--- src/rtl/blake_core_scheduler.sv ---
// Round-robin nonce dispatcher for NCORES Blake cores plus golden-nonce hold/arbiter/FIFO.
// Optional feature: define SCHED_HIT_COUNT_EN to enable the saturating hit_count counter.
module blake_core_scheduler #(
    parameter int NCORES     = 4,
    parameter int FIFO_DEPTH = 4
) (
    input  logic                   clk,
    input  logic                   reset,
    input  logic                   work_load,
    input  logic [31:0]            nonce_start,
    output logic [NCORES-1:0]      core_start,
    output logic [31:0]            core_nonce,
    input  logic [NCORES-1:0]      core_busy,
    input  logic [NCORES-1:0]      core_hit,
    input  logic [32*NCORES-1:0]   core_hit_nonce,
    output logic                   gn_valid,
    output logic [31:0]            gn_nonce,
    input  logic                   gn_ack,
    output logic                   gn_overflow,
    output logic                   running,
    output logic                   exhausted,
    output logic [15:0]            hit_count
);
    localparam int PW = (NCORES > 1) ? $clog2(NCORES) : 1;
    localparam int AW = $clog2(FIFO_DEPTH);

    typedef enum logic [1:0] {IDLE, DISPATCH, DRAIN} state_t;

    state_t              state_q;
    logic [31:0]         next_nonce_q;
    logic [PW-1:0]       rr_q;
    logic [NCORES-1:0]   core_start_q;
    logic [31:0]         core_nonce_q;
    logic                running_q;
    logic                exhausted_q;
    logic                gn_overflow_q;

    logic                dispatch_en;
    logic [31:0]         issue_nonce;
    logic [NCORES-1:0]   avail;
    logic                found;
    logic [PW-1:0]       win_idx;
    logic [PW-1:0]       rr_next;
    logic [PW:0]         cand;

    assign dispatch_en = work_load || (state_q == DISPATCH);
    assign issue_nonce = work_load ? nonce_start : next_nonce_q;
    // Cores pulsed this cycle do not show busy yet, so mask them for one cycle.
    assign avail       = ~core_busy & ~core_start_q;

    always_comb begin
        found   = 1'b0;
        win_idx = '0;
        cand    = '0;
        for (int k = 0; k < NCORES; k++) begin
            cand = {1'b0, rr_q} + (PW+1)'(k);
            if (cand >= (PW+1)'(NCORES))
                cand = cand - (PW+1)'(NCORES);
            if (!found && avail[cand[PW-1:0]]) begin
                found   = 1'b1;
                win_idx = cand[PW-1:0];
            end
        end
    end

    assign rr_next = (win_idx == PW'(NCORES - 1)) ? '0 : win_idx + 1'b1;

    always_ff @(posedge clk) begin
        if (reset) begin
            state_q      <= IDLE;
            next_nonce_q <= '0;
            rr_q         <= '0;
            core_start_q <= '0;
            core_nonce_q <= '0;
            running_q    <= 1'b0;
            exhausted_q  <= 1'b0;
        end else begin
            core_start_q <= '0;
            if (work_load) begin
                next_nonce_q <= nonce_start;
                exhausted_q  <= 1'b0;
                state_q      <= DISPATCH;
                running_q    <= 1'b1;
            end else if (state_q == DRAIN && core_busy == '0 && core_start_q == '0) begin
                state_q   <= IDLE;
                running_q <= 1'b0;
            end
            if (dispatch_en && found) begin
                core_start_q[win_idx] <= 1'b1;
                core_nonce_q          <= issue_nonce;
                next_nonce_q          <= issue_nonce + 32'd1;
                rr_q                  <= rr_next;
                if (issue_nonce == 32'hFFFF_FFFF) begin
                    exhausted_q <= 1'b1;
                    state_q     <= DRAIN;
                    running_q   <= 1'b1;
                end
            end
        end
    end

    // Golden-nonce capture: one hold register per core.
    logic [NCORES-1:0]   hold_valid;
    logic [31:0]         hold_nonce [NCORES];
    logic [NCORES-1:0]   hold_pop;
    logic [NCORES-1:0]   hit_accept;
    logic [NCORES-1:0]   hit_drop;

    for (genvar gi = 0; gi < NCORES; gi++) begin : g_hold
        logic        valid_q;
        logic [31:0] nonce_q;

        assign hit_accept[gi] = core_hit[gi] && (!valid_q || hold_pop[gi]);
        assign hit_drop[gi]   = core_hit[gi] && valid_q && !hold_pop[gi];
        assign hold_valid[gi] = valid_q;
        assign hold_nonce[gi] = nonce_q;

        always_ff @(posedge clk) begin
            if (reset) begin
                valid_q <= 1'b0;
                nonce_q <= '0;
            end else if (hit_accept[gi]) begin
                valid_q <= 1'b1;
                nonce_q <= core_hit_nonce[32*gi +: 32];
            end else if (hold_pop[gi]) begin
                valid_q <= 1'b0;
            end
        end
    end

    logic [PW-1:0]       hit_rr_q;
    logic                hfound;
    logic [PW-1:0]       hsel;
    logic [PW:0]         hcand;
    logic [31:0]         fifo_mem_q [FIFO_DEPTH];
    logic [AW-1:0]       wr_ptr_q;
    logic [AW-1:0]       rd_ptr_q;
    logic [AW-1:0]       rd_ptr_d;
    logic [AW:0]         count_q;
    logic [AW:0]         count_d;
    logic                fifo_full;
    logic                push;
    logic                pop;
    logic [31:0]         push_data;
    logic [31:0]         head_d;
    logic                gn_valid_q;
    logic [31:0]         gn_nonce_q;

    always_comb begin
        hfound = 1'b0;
        hsel   = '0;
        hcand  = '0;
        for (int k = 0; k < NCORES; k++) begin
            hcand = {1'b0, hit_rr_q} + (PW+1)'(k);
            if (hcand >= (PW+1)'(NCORES))
                hcand = hcand - (PW+1)'(NCORES);
            if (!hfound && hold_valid[hcand[PW-1:0]]) begin
                hfound = 1'b1;
                hsel   = hcand[PW-1:0];
            end
        end
    end

    assign fifo_full = (count_q == (AW+1)'(FIFO_DEPTH));
    assign pop       = gn_ack && gn_valid_q;
    assign push      = hfound && (!fifo_full || pop);
    assign push_data = hold_nonce[hsel];
    assign rd_ptr_d  = rd_ptr_q + AW'(pop);
    assign count_d   = count_q + (AW+1)'(push) - (AW+1)'(pop);
    // The slot being written becomes the head only when the FIFO is otherwise empty.
    assign head_d    = (push && wr_ptr_q == rd_ptr_d) ? push_data : fifo_mem_q[rd_ptr_d];

    always_comb begin
        hold_pop = '0;
        if (push)
            hold_pop[hsel] = 1'b1;
    end

    always_ff @(posedge clk) begin
        if (push)
            fifo_mem_q[wr_ptr_q] <= push_data;
    end

    always_ff @(posedge clk) begin
        if (reset) begin
            hit_rr_q      <= '0;
            wr_ptr_q      <= '0;
            rd_ptr_q      <= '0;
            count_q       <= '0;
            gn_valid_q    <= 1'b0;
            gn_nonce_q    <= '0;
            gn_overflow_q <= 1'b0;
        end else begin
            if (push) begin
                wr_ptr_q <= wr_ptr_q + 1'b1;
                hit_rr_q <= (hsel == PW'(NCORES - 1)) ? '0 : hsel + 1'b1;
            end
            rd_ptr_q   <= rd_ptr_d;
            count_q    <= count_d;
            gn_valid_q <= (count_d != '0);
            if (count_d != '0)
                gn_nonce_q <= head_d;
            if (|hit_drop)
                gn_overflow_q <= 1'b1;
            else if (work_load)
                gn_overflow_q <= 1'b0;
        end
    end

`ifdef SCHED_HIT_COUNT_EN
    logic [15:0] hit_count_q;
    logic [4:0]  accept_cnt;
    logic [16:0] hit_sum;

    always_comb begin
        accept_cnt = '0;
        for (int k = 0; k < NCORES; k++)
            accept_cnt = accept_cnt + 5'(hit_accept[k]);
    end

    assign hit_sum = {1'b0, (work_load ? 16'd0 : hit_count_q)} + {12'd0, accept_cnt};

    always_ff @(posedge clk) begin
        if (reset)
            hit_count_q <= '0;
        else
            hit_count_q <= hit_sum[16] ? 16'hFFFF : hit_sum[15:0];
    end

    assign hit_count = hit_count_q;
`else
    assign hit_count = 16'd0;
`endif

    assign core_start  = core_start_q;
    assign core_nonce  = core_nonce_q;
    assign gn_valid    = gn_valid_q;
    assign gn_nonce    = gn_nonce_q;
    assign gn_overflow = gn_overflow_q;
    assign running     = running_q;
    assign exhausted   = exhausted_q;

endmodule

--- config.mk ---
export PLATFORM = sky130hd
export DESIGN_NAME = blake_core_scheduler
export DESIGN_NICKNAME = d
export VERILOG_FILES = /design/src/rtl/blake_core_scheduler.sv
export SDC_FILE = /design/constraint.sdc
export NUM_CORES = 1
export LEC_CHECK = 0
export CAP_MARGIN = 10
export CELL_PAD_IN_SITES_DETAIL_PLACEMENT = 1
export CELL_PAD_IN_SITES_GLOBAL_PLACEMENT = 1
export CORE_ASPECT_RATIO = 1.1
export CORE_UTILIZATION = 40
export CTS_BUF_LIST = sky130_fd_sc_hd__clkbuf_2 sky130_fd_sc_hd__clkbuf_4 sky130_fd_sc_hd__clkbuf_8
export DETAILED_ROUTE_END_ITERATION = 10
export GPL_TIMING_DRIVEN = 0
export PLACE_DENSITY = 0.81
export SYNTH_ARGS = -nofsm -noshare
export SYNTH_HDL_FRONTEND = slang
export SYNTH_SLANG_ARGS = --single-unit
--- constraint.sdc ---
create_clock -name clk -period 3.48 [get_ports clk]
set_input_delay 0.696 -clock clk [delete_from_list [all_inputs] [get_ports clk]]
set_output_delay 0.696 -clock clk [all_outputs]
set_load 0.005 [all_outputs]
# Yosys cells after proc, flatten, opt, wreduce, memory -nomap -nowiden
# Memories as Yosys holds them, arrays and structs flattened. A register that Yosys moved wholly into a read port is not among the register bits.
# Index checks and enable logic that the tools add are counted.
# totals
ramBits,128
mem_count,1
regBits,217
word_cells,206
# classes
reduce_logical,56
n_lt_le_gt_ge,21
n_eq_ne,6
add_sub_neg,21
muxes,75
n_bitwise,5
# mem_list
name,depth,width,rd,rd_clocked_by_memory_dff,wr,line_no,rtl
fifo_mem_q,4,32,1,1,1,135,logic [31:0] fifo_mem_q [FIFO_DEPTH];
# op_table
cell,n
$mux W32,4
$bmux W32 S2,1
$mux W2,22
$mux W1,37
$add A32 B1 Y32 const B,1
$eq A32 B32 Y1 const B,1
$lt A2 B3 Y1 const B,10
$logic_and A1 B1 Y1,25
$ge A3 B3 Y1 const B,7
$bmux W1 S2,8
$sub A2 B1 Y2 const B,8
$logic_not A1 Y1,15
$add A2 B2 Y3 const B,4
$reduce_bool A2 Y1,5
$logic_not A4 Y1,2
$not A4 Y4,2
$add A2 B1 Y2 const B,3
$add A2 B1 Y3 const B,2
$eq A2 B2 Y1 const B,3
$ge A2 B3 Y1 const B,2
$logic_or A1 B1 Y1,6
$and A4 B4 Y4,1
$demux W1 S2,2
$ge A2 B1 Y1 const B,2
11 further kinds,11

# Longest topological paths before layout
# depth
depth_word,23
mapped_depth,16
ltp_nobuf,15

# Worst setup path after synthesis
# Ideal clock, no wire load.
# synth_path
kind,input -> register
from,in gn_ack
to,reg gn_nonce_q[0] (netlist: gn_nonce[0]) (read register of fifo_mem_q)
stages,16
arrival_ns,3.491
path_slack_ns,-0.132
required_time_ns,3.358
path_cell_list,a211oi_1 and2_1 a31oi_2 inv_2 ha_1 inv_1 ha_1 inv_1 fa_1 xor2_1 xnor2_1 nand3b_1 o211ai_1 clkbuf_1 nor2b_1 a221o_1
# synth_via
elab_chain_len,6
word_cells_on_any_way,7
cone_classes,add/sub (3); reduce/logical (4)
# synth_lines
item,line_no,rtl
"start, declared",18,"input logic gn_ack,"
$logic_and A1 B1 Y1 *,165,assign pop = gn_ack && gn_valid_q;
$logic_or A1 B1 Y1,166,assign push = hfound && (!fifo_full || pop);
$logic_and A1 B1 Y1,166,
$add A3 B1 Y3,169,assign count_d = count_q + (AW+1)'(push) - (AW+1)'(pop);
$sub A3 B1 Y3,169,
$reduce_bool A3 Y1,201,if (count_d != '0)
"end, declared",147,logic [31:0] gn_nonce_q;
# Every way passes the cells marked *; elsewhere a longest branch is shown, timed or not.
# A chain may end at the register's enable or synchronous reset.

# Worst setup path after layout
# layout_path
from,reg count_q[0]
to,reg gn_nonce_q[0] (netlist: gn_nonce[0]) (read register of fifo_mem_q)
# layout_via
elab_chain_len,7
# layout_lines
item,line_no,rtl
"start, declared",139,logic [AW:0] count_q;
"start signal, assigned",199,count_q <= count_d;
$eq A3 B3 Y1,164,assign fifo_full = (count_q == (AW+1)'(FIFO_DEPTH));
$logic_not A1 Y1,166,
$logic_or A1 B1 Y1,166,
$logic_and A1 B1 Y1,166,
$add A3 B1 Y3 *,169,
$sub A3 B1 Y3 *,169,
$reduce_bool A3 Y1 *,201,
# Marks and branches as above.

==> impl_metrics.csv <==
group,metric,value,unit
sta,fin_skew,47.4,ps
placed_design,placed_area,19400,µm²
flow_run,cap_violations,0,
sta,tightestPinTransition,1030,ps
route,via_per_inst,5.45,
cts,clock_sinks,377,
worst_setup_path,crit_path_start_kind,"flop",
cts,cts_max_path_buffers,3,
synth,synth.top_cell.area_share,30.8,%
worst_setup_path,slowest_stage,"fa_2",
synth,synth-edff-count,128,
cts,cts_hold_buf,0,
placed_design,dp_hpwl,38.5,mm
grt,grt-ovfl-total,0,
worst_setup_path,cp_data_required_time,4010,ps
pwr,cellPowerDensity,682,nW/µm²
worst_setup_path,path_cells,"a211oi_4 -> and2_4 -> a31oi_4 -> inv_4 -> ha_4 -> inv_4 -> ha_4 -> inv_2 -> fa_2 -> xor2_2 -> xnor2_1 -> nand3b_1 -> o211ai_1 -> buf_4 -> clkbuf_16 -> nor2b_1 -> a221o_1",
synth,yosysSeqAreaShare,54.5,%
sta,fmax,290,MHz
synth,yosysMostFrequentCell,"dfxtp_1",
cts,cts_root_buffer,"clkbuf_8",
floorplan,num_io_pins,260,
worst_setup_path,critPathMaxFanout,5,
sta,layout_worst_path_cycle_share,99.0,%
worst_setup_path,critical-path-max-stage-delay,370,ps
synth,synth_warnings,0,
sta,setup_viol_count_final,0,
synth,synth_flop_cell,"dfxtp_1",
pwr,leakagePower,8.02,nW
floorplan,rows,76,
placed_design,dpl.cell_count,2218,
route,wire_per_inst,22.7,µm
route,wl,53.4,mm
sta,slew_headroom,31.3,%
sta,slew_violations,0,
grt,grt_pass1_wl,80.7,mm
route,drtIter0Drc,838,
grt,grt_max_degree,23,
floorplan,initial_core_util,40.9,%
layout,nets,1973,
sta,period_minus_slack,3440,ps
cts,path_clk_slew,60,ps
grt,grt_antenna_before_repair,5,
layout,finalInstanceArea,21000,µm²
worst_hold_path,hp-class,"in -> reg",
pwr,ir_drop,0.000370,V
layout,area_growth,29.4,%
cts,cts-htree-levels,2,
route,drcViolationCount,0,
placed_design,port_buffers,240,
route,dr_total_vias,12800,
placed_design,gp_congestion,0.824,
worst_setup_path,cp.arrival,3980,ps
outcome,status,"finished, final reports clean",
synth,synth.area.top_cells,"dfxtp_1 31%, edfxtp_1 24%, mux2i_1 12%, nand2_1 5.7%, mux4_2 4.5%",
synth,syn_area_per_cell,11.1,µm²
pwr,power,14.3,mW
grt,grt_usage,25.8,%
cts,cts_made_buffers,60,
layout,drive_above_1_share,15.1,%
synth,netlist_area,16200,µm²
cts,cts_tree,"built",
synth,ys_types,65,
synth,synthCells,1452,
grt,grt_pass1_vias,13900,
floorplan,die_area,41300,µm²
route,ant_nets,0,
synth,ys_ff_latch,377,
floorplan,die_height,213,µm
sta,hold_viol_final,0,
route,drt-pass1-iter-count,5,
layout,num-fill-cells,4274,
floorplan,core_area,39600,µm²
floorplan,dieWidth,194,µm
layout,ff_latch_area,8840,µm²
synth,yosysTopAreaCell,"dfxtp_1",
sta,rsz0062_at_grt,"yes",
cts,insertion_delay,690,ps
worst_setup_path,crit_path_end_kind,"flop",
layout,multiInputGateArea,6910,µm²
layout,fin_cells,2347,
synth,synth_commonest_cells,"249 x dfxtp_1, 245 x nand2_1, 192 x mux2i_1",
synth,synthArstFlopShare,0,%
worst_setup_path,path_class,"reg -> reg",
-- per-layer routing --
metal / global-route usage, % / routed length (µm) / up-vias
li1: - / - / 5854
met4: 10.4 / 1800 / 6
met5: 0 / 36 / -
met2: 46.4 / 26900 / 374
met1: 29.9 / 21400 / 6441
met3: 5.40 / 3220 / 114
-- logic make-up after synthesis --
kind of cell | after synthesis | synth area share [%]
AND/OR/NAND/NOR | 447 | 12.4
flip-flops | 377 | 54.5
multiplexers | 226 | 16.5
AO/OA/AOI/OAI | 218 | 9.90
buffers and inverters | 138 | 3.86
XOR/XNOR | 31 | 1.68
adder cells (fa/ha/maj) | 14 | 1.13
other | 1 | 0.0232
-- worst paths after layout --
check                     endpoint  cells after the start             startpoint  slack [ps]
max                    gn_nonce[0]                     17             count_q[0]          40
min                next_nonce_q[9]                      4              work_load         460
max reg2reg            gn_nonce[0]                     17             count_q[0]          40
min reg2reg  g_hold[3].nonce_q[22]                      2  g_hold[3].nonce_q[22]         460
-- where the power goes --
| group | leakage [nW] | switching, mW | total, mW | internal (mW) |
|---|---|---|---|---|
| logic | 4.08 | 2.29 | 4.48 | 2.19 |
| registers | 3.28 | 0.372 | 5.90 | 5.52 |
| clock network | 0.665 | 1.84 | 3.92 | 2.08 |
-- metrics by stage --
stage	setup WS, ps	setup TNS (ps)	util [%]	hold slack [ps]
6_report	35.8	0	53.0	457
5_1_grt	-108	-1780	53.0	451
3_5_place_dp	-1800	-54880	49.0	449
2_1_floorplan	1.70	0	-	434
4_1_cts	31.0	0	52.5	416
3_3_place_gp	-1590	-70000	48.8	441
-- sequential cells by signal, indices dropped and copies added (netlist names), 2 cells and up --
register	count
core_nonce	32
core_start	4
count_q	3
fifo_mem_q	128
g_hold.nonce_q	128
g_hold.valid_q	4
gn_nonce	32
hit_rr_q	2
next_nonce_q	32
rd_ptr_q	2
rr_q	2
state_q	2
wr_ptr_q	2
-- cell type report --
| class | instances | area share, % |
|---|---|---|
| diodes | 2 | 0.0239 |
| plain buffers | 119 | 2.88 |
| clock buffers | 95 | 5.40 |
| clock inverters | 18 | 0.526 |
| inverters | 16 | 0.311 |
| multi-input cells | 952 | 33.0 |
| flip-flops and latches | 377 | 42.2 |
| well taps | 507 | 3.03 |
| repair buffers | 261 | 12.7 |
-- cells in the final DEF, fill, tap and decap left out, types with 5 or more instances in the layout --
cell type / n
and2_1: 7
and3_1: 6
dfxtp_1: 245
nor2b_1: 31
conb_1: 16
nand2_1: 245
nor2_1: 86
a211oi_1: 39
o31a_1: 5
a21oi_1: 79
mux4_2: 32
buf_1: 12
clkbuf_4: 32
nand3b_1: 6
nand3_1: 11
inv_1: 12
clkbuf_8: 68
xnor2_1: 13
clkdlybuf4s50_1: 239
clkinv_1: 11
buf_4: 33
nor3_1: 13
a31o_2: 30
buf_2: 24
edfxtp_1: 128
clkbuf_1: 53
xor2_1: 17
nand4_1: 8
ha_1: 11
a221o_1: 32
mux2i_1: 192
-- worst max-delay path: cells and delay by family (launching register included) --
kind,cells,cell delay (ps)
simple gates,3,520
fa+ha+maj,3,690
xor+xnor,2,380
buf+inv,5,580
flops,1,350
compound gates,4,770
-- timing repair --
| action | in CTS | in global routing |
|---|---|---|
| buffers inserted | 11 | 4 |
| pin swaps | 5 | 8 |
| resized for setup | 22 | 33 |
| hold endpoints to repair | 0 | 0 |
| endpoints found under the setup margin | 62 | 54 |
| gates cloned | 0 | 2 |
Power figures use the tool's default switching activity.
==> variant (config.mk and constraints unchanged) <==
Add a define of `SCHED_HIT_COUNT_EN`.
--- a/src/rtl/blake_core_scheduler.sv
+++ b/src/rtl/blake_core_scheduler.sv
@@ -1,5 +1,7 @@
 // Round-robin nonce dispatcher for NCORES Blake cores plus golden-nonce hold/arbiter/FIFO.
 // Optional feature: define SCHED_HIT_COUNT_EN to enable the saturating hit_count counter.
+`define SCHED_HIT_COUNT_EN
+
 module blake_core_scheduler #(
     parameter int NCORES     = 4,
     parameter int FIFO_DEPTH = 4
Function: changed (Yosys sat finds a counterexample within 4 cycles, from zero or initial values and one cycle with reset high).
==> variant against the unedited design <==
  * The run now ends with setup timing left
  * Sequential cell count grew 16
  * Utilization grew 1.8 points
  * Highest routed layer unchanged
  * First-iteration DRC count decreased by 0.12%
  * Final cell count grew 5.1%
  * Synthesized area grew 3.1%
  * Final area grew 7.6%
  * Largest power group unchanged
  * Worst setup slack got worse by 0.73 ns
  * Routed wire length increased by 11%
  * Power grew 18%
  * Non-clock buffer count grew 26
==> variant: results (changes against the unedited design) <==
grt_usage_pct: 26.7  # was 25.8%
status: "complete, but fails checks"  # was completed
ys_top_cells_by_count: "dfxtp_1, mux2i_1, nor2_1"  # was dfxtp_1, nand2_1, mux2i_1
drt-total-wl_um: 59300  # was 53,400 um
dp.cells: 2290  # was 2,218
routed-wl-met2_um: 30100  # was 26,900 um
drt-wirelength-per-cell_um: 24.0  # was 22.7 um
grt_pass1_wl_um: 85800  # was 80,700 um
pg_clk_uw: 4800  # was 3920 uW
ys_types: 63  # was 65
hold_path_depth: 2  # was 4
grt_use_met2_pct: 47.5  # was 46.4%
nets: 2039  # was 1,973
p_leak_uw: 0.00854  # was 0.00802 uW
grt_pass1_vias: 14700  # was 13.9k
whs_endpoint: "g_hold[3].nonce_q[3]$_SDFFE_PP0P_"  # was next_nonce_q[9]$_SDFF_PP0_
worst_pin_slew_ns: 1.26  # was 1.03 ns
reg2reg_depth: 16  # was 17
setup_ws_ns: -0.692  # was 0.0358 ns
antenna_found_initial: 14  # was 5
synth.yosys.seq_area_share_pct: 54.8  # was 54.5%
tns_ns: -17.42  # was 0 ns
p_seq_share_pct: 37.5  # was 41.3%
grt_max_degree: 33  # was 23
crit_arrival_ns: 4.71  # was 3.98 ns
hold_buffers: 0  # unchanged
wl_met3_um: 4420  # was 3220 um
setup_viol: 48  # was 0
place.gp.congestion: 0.862  # was 0.824
netSwitchingPower_uw: 5510  # was 4500 uW
met1_length_um: 23000  # was 21,400 um
drtIter0Drc: 837  # was 838
power.sequential.total_uw: 6340  # was 5900 uW
dr.max_layer_used: "met5"  # unchanged
grtUsageMet3_pct: 7.17  # was 5.40%
synth_area_leaders: "dfxtp_1, edfxtp_1, mux2i_1"  # unchanged
cts_resized: 63  # was 22
grtUsageMet1_pct: 30.1  # was 29.9%
htree_levels: 3  # was 2
path_max_fanout: 10  # was 5
port_buffers: 257  # was 240
placed_area_um2: 20100  # was 19,400 um^2
insertion_delay_ns: 0.64  # was 0.69 ns
clkSlewWorstSetupHoldPaths_ns: 0.07
fin_worst_skew_ns: 0.0366  # was 0.0474 ns
synth_compound_area_share_pct: 10.4  # was 9.90%
startpoint: "hit_rr_q[0]$_SDFFE_PP0P_"  # was count_q[0]$_SDFF_PP0_
hp-class: "reg -> reg"  # was in -> reg
hp-start: "g_hold[3].nonce_q[3]$_SDFFE_PP0P_"  # was work_load
synthMuxAreaShare_pct: 15.8  # was 16.5%
numCtsBuffers: 70  # was 60
layout-drive-gt1-share_pct: 18.5  # was 15.1%
r2r_end: "hit_count[8]$_SDFF_PP0_"  # was gn_nonce[0]$_SDFFE_PP0P_
preCtsSetupSlack_ns: -2.06  # was -1.80 ns
holdWs_ns: 0.460  # was 0.457 ns
violations: "setup timing"
-- variant: critical path, stage by stage, from the launching register on --
cell	delay (ns)
dfxtp_4	0.37
buf_4	0.15
o22ai_4	0.19
a221oi_4	0.16
o32ai_4	0.67
buf_4	0.40
inv_1	0.11
fa_2	0.40
inv_2	0.07
fa_2	0.21
nand4b_1	0.15
nor2_1	0.16
nand2_2	0.08
or4_4	0.58
clkbuf_16	0.19
o21a_1	0.10
nor2_1	0.08
-- variant: final cells by class --
type	count	area [um^2]	share of cell area, %
inverter	27	121	0.538
sequential	393	9180	40.7
multi-input combinational	951	7330	32.5
antenna	4	10.0	0.0444
clock inverter	24	263	1.17
timing repair buffer	313	3120	13.8
buffer	93	556	2.46
clock buffer	102	1280	5.67
tap	560	701	3.11
-- variant: kinds of logic after synthesis --
family                     Yosys count
DFF                                393
muxes                              224
AOI/OAI and AO/OA                  234
and+or+nand+nor                    430
xor gates and xnor gates            45
buffers and inverters              128
adders and majority gates           18
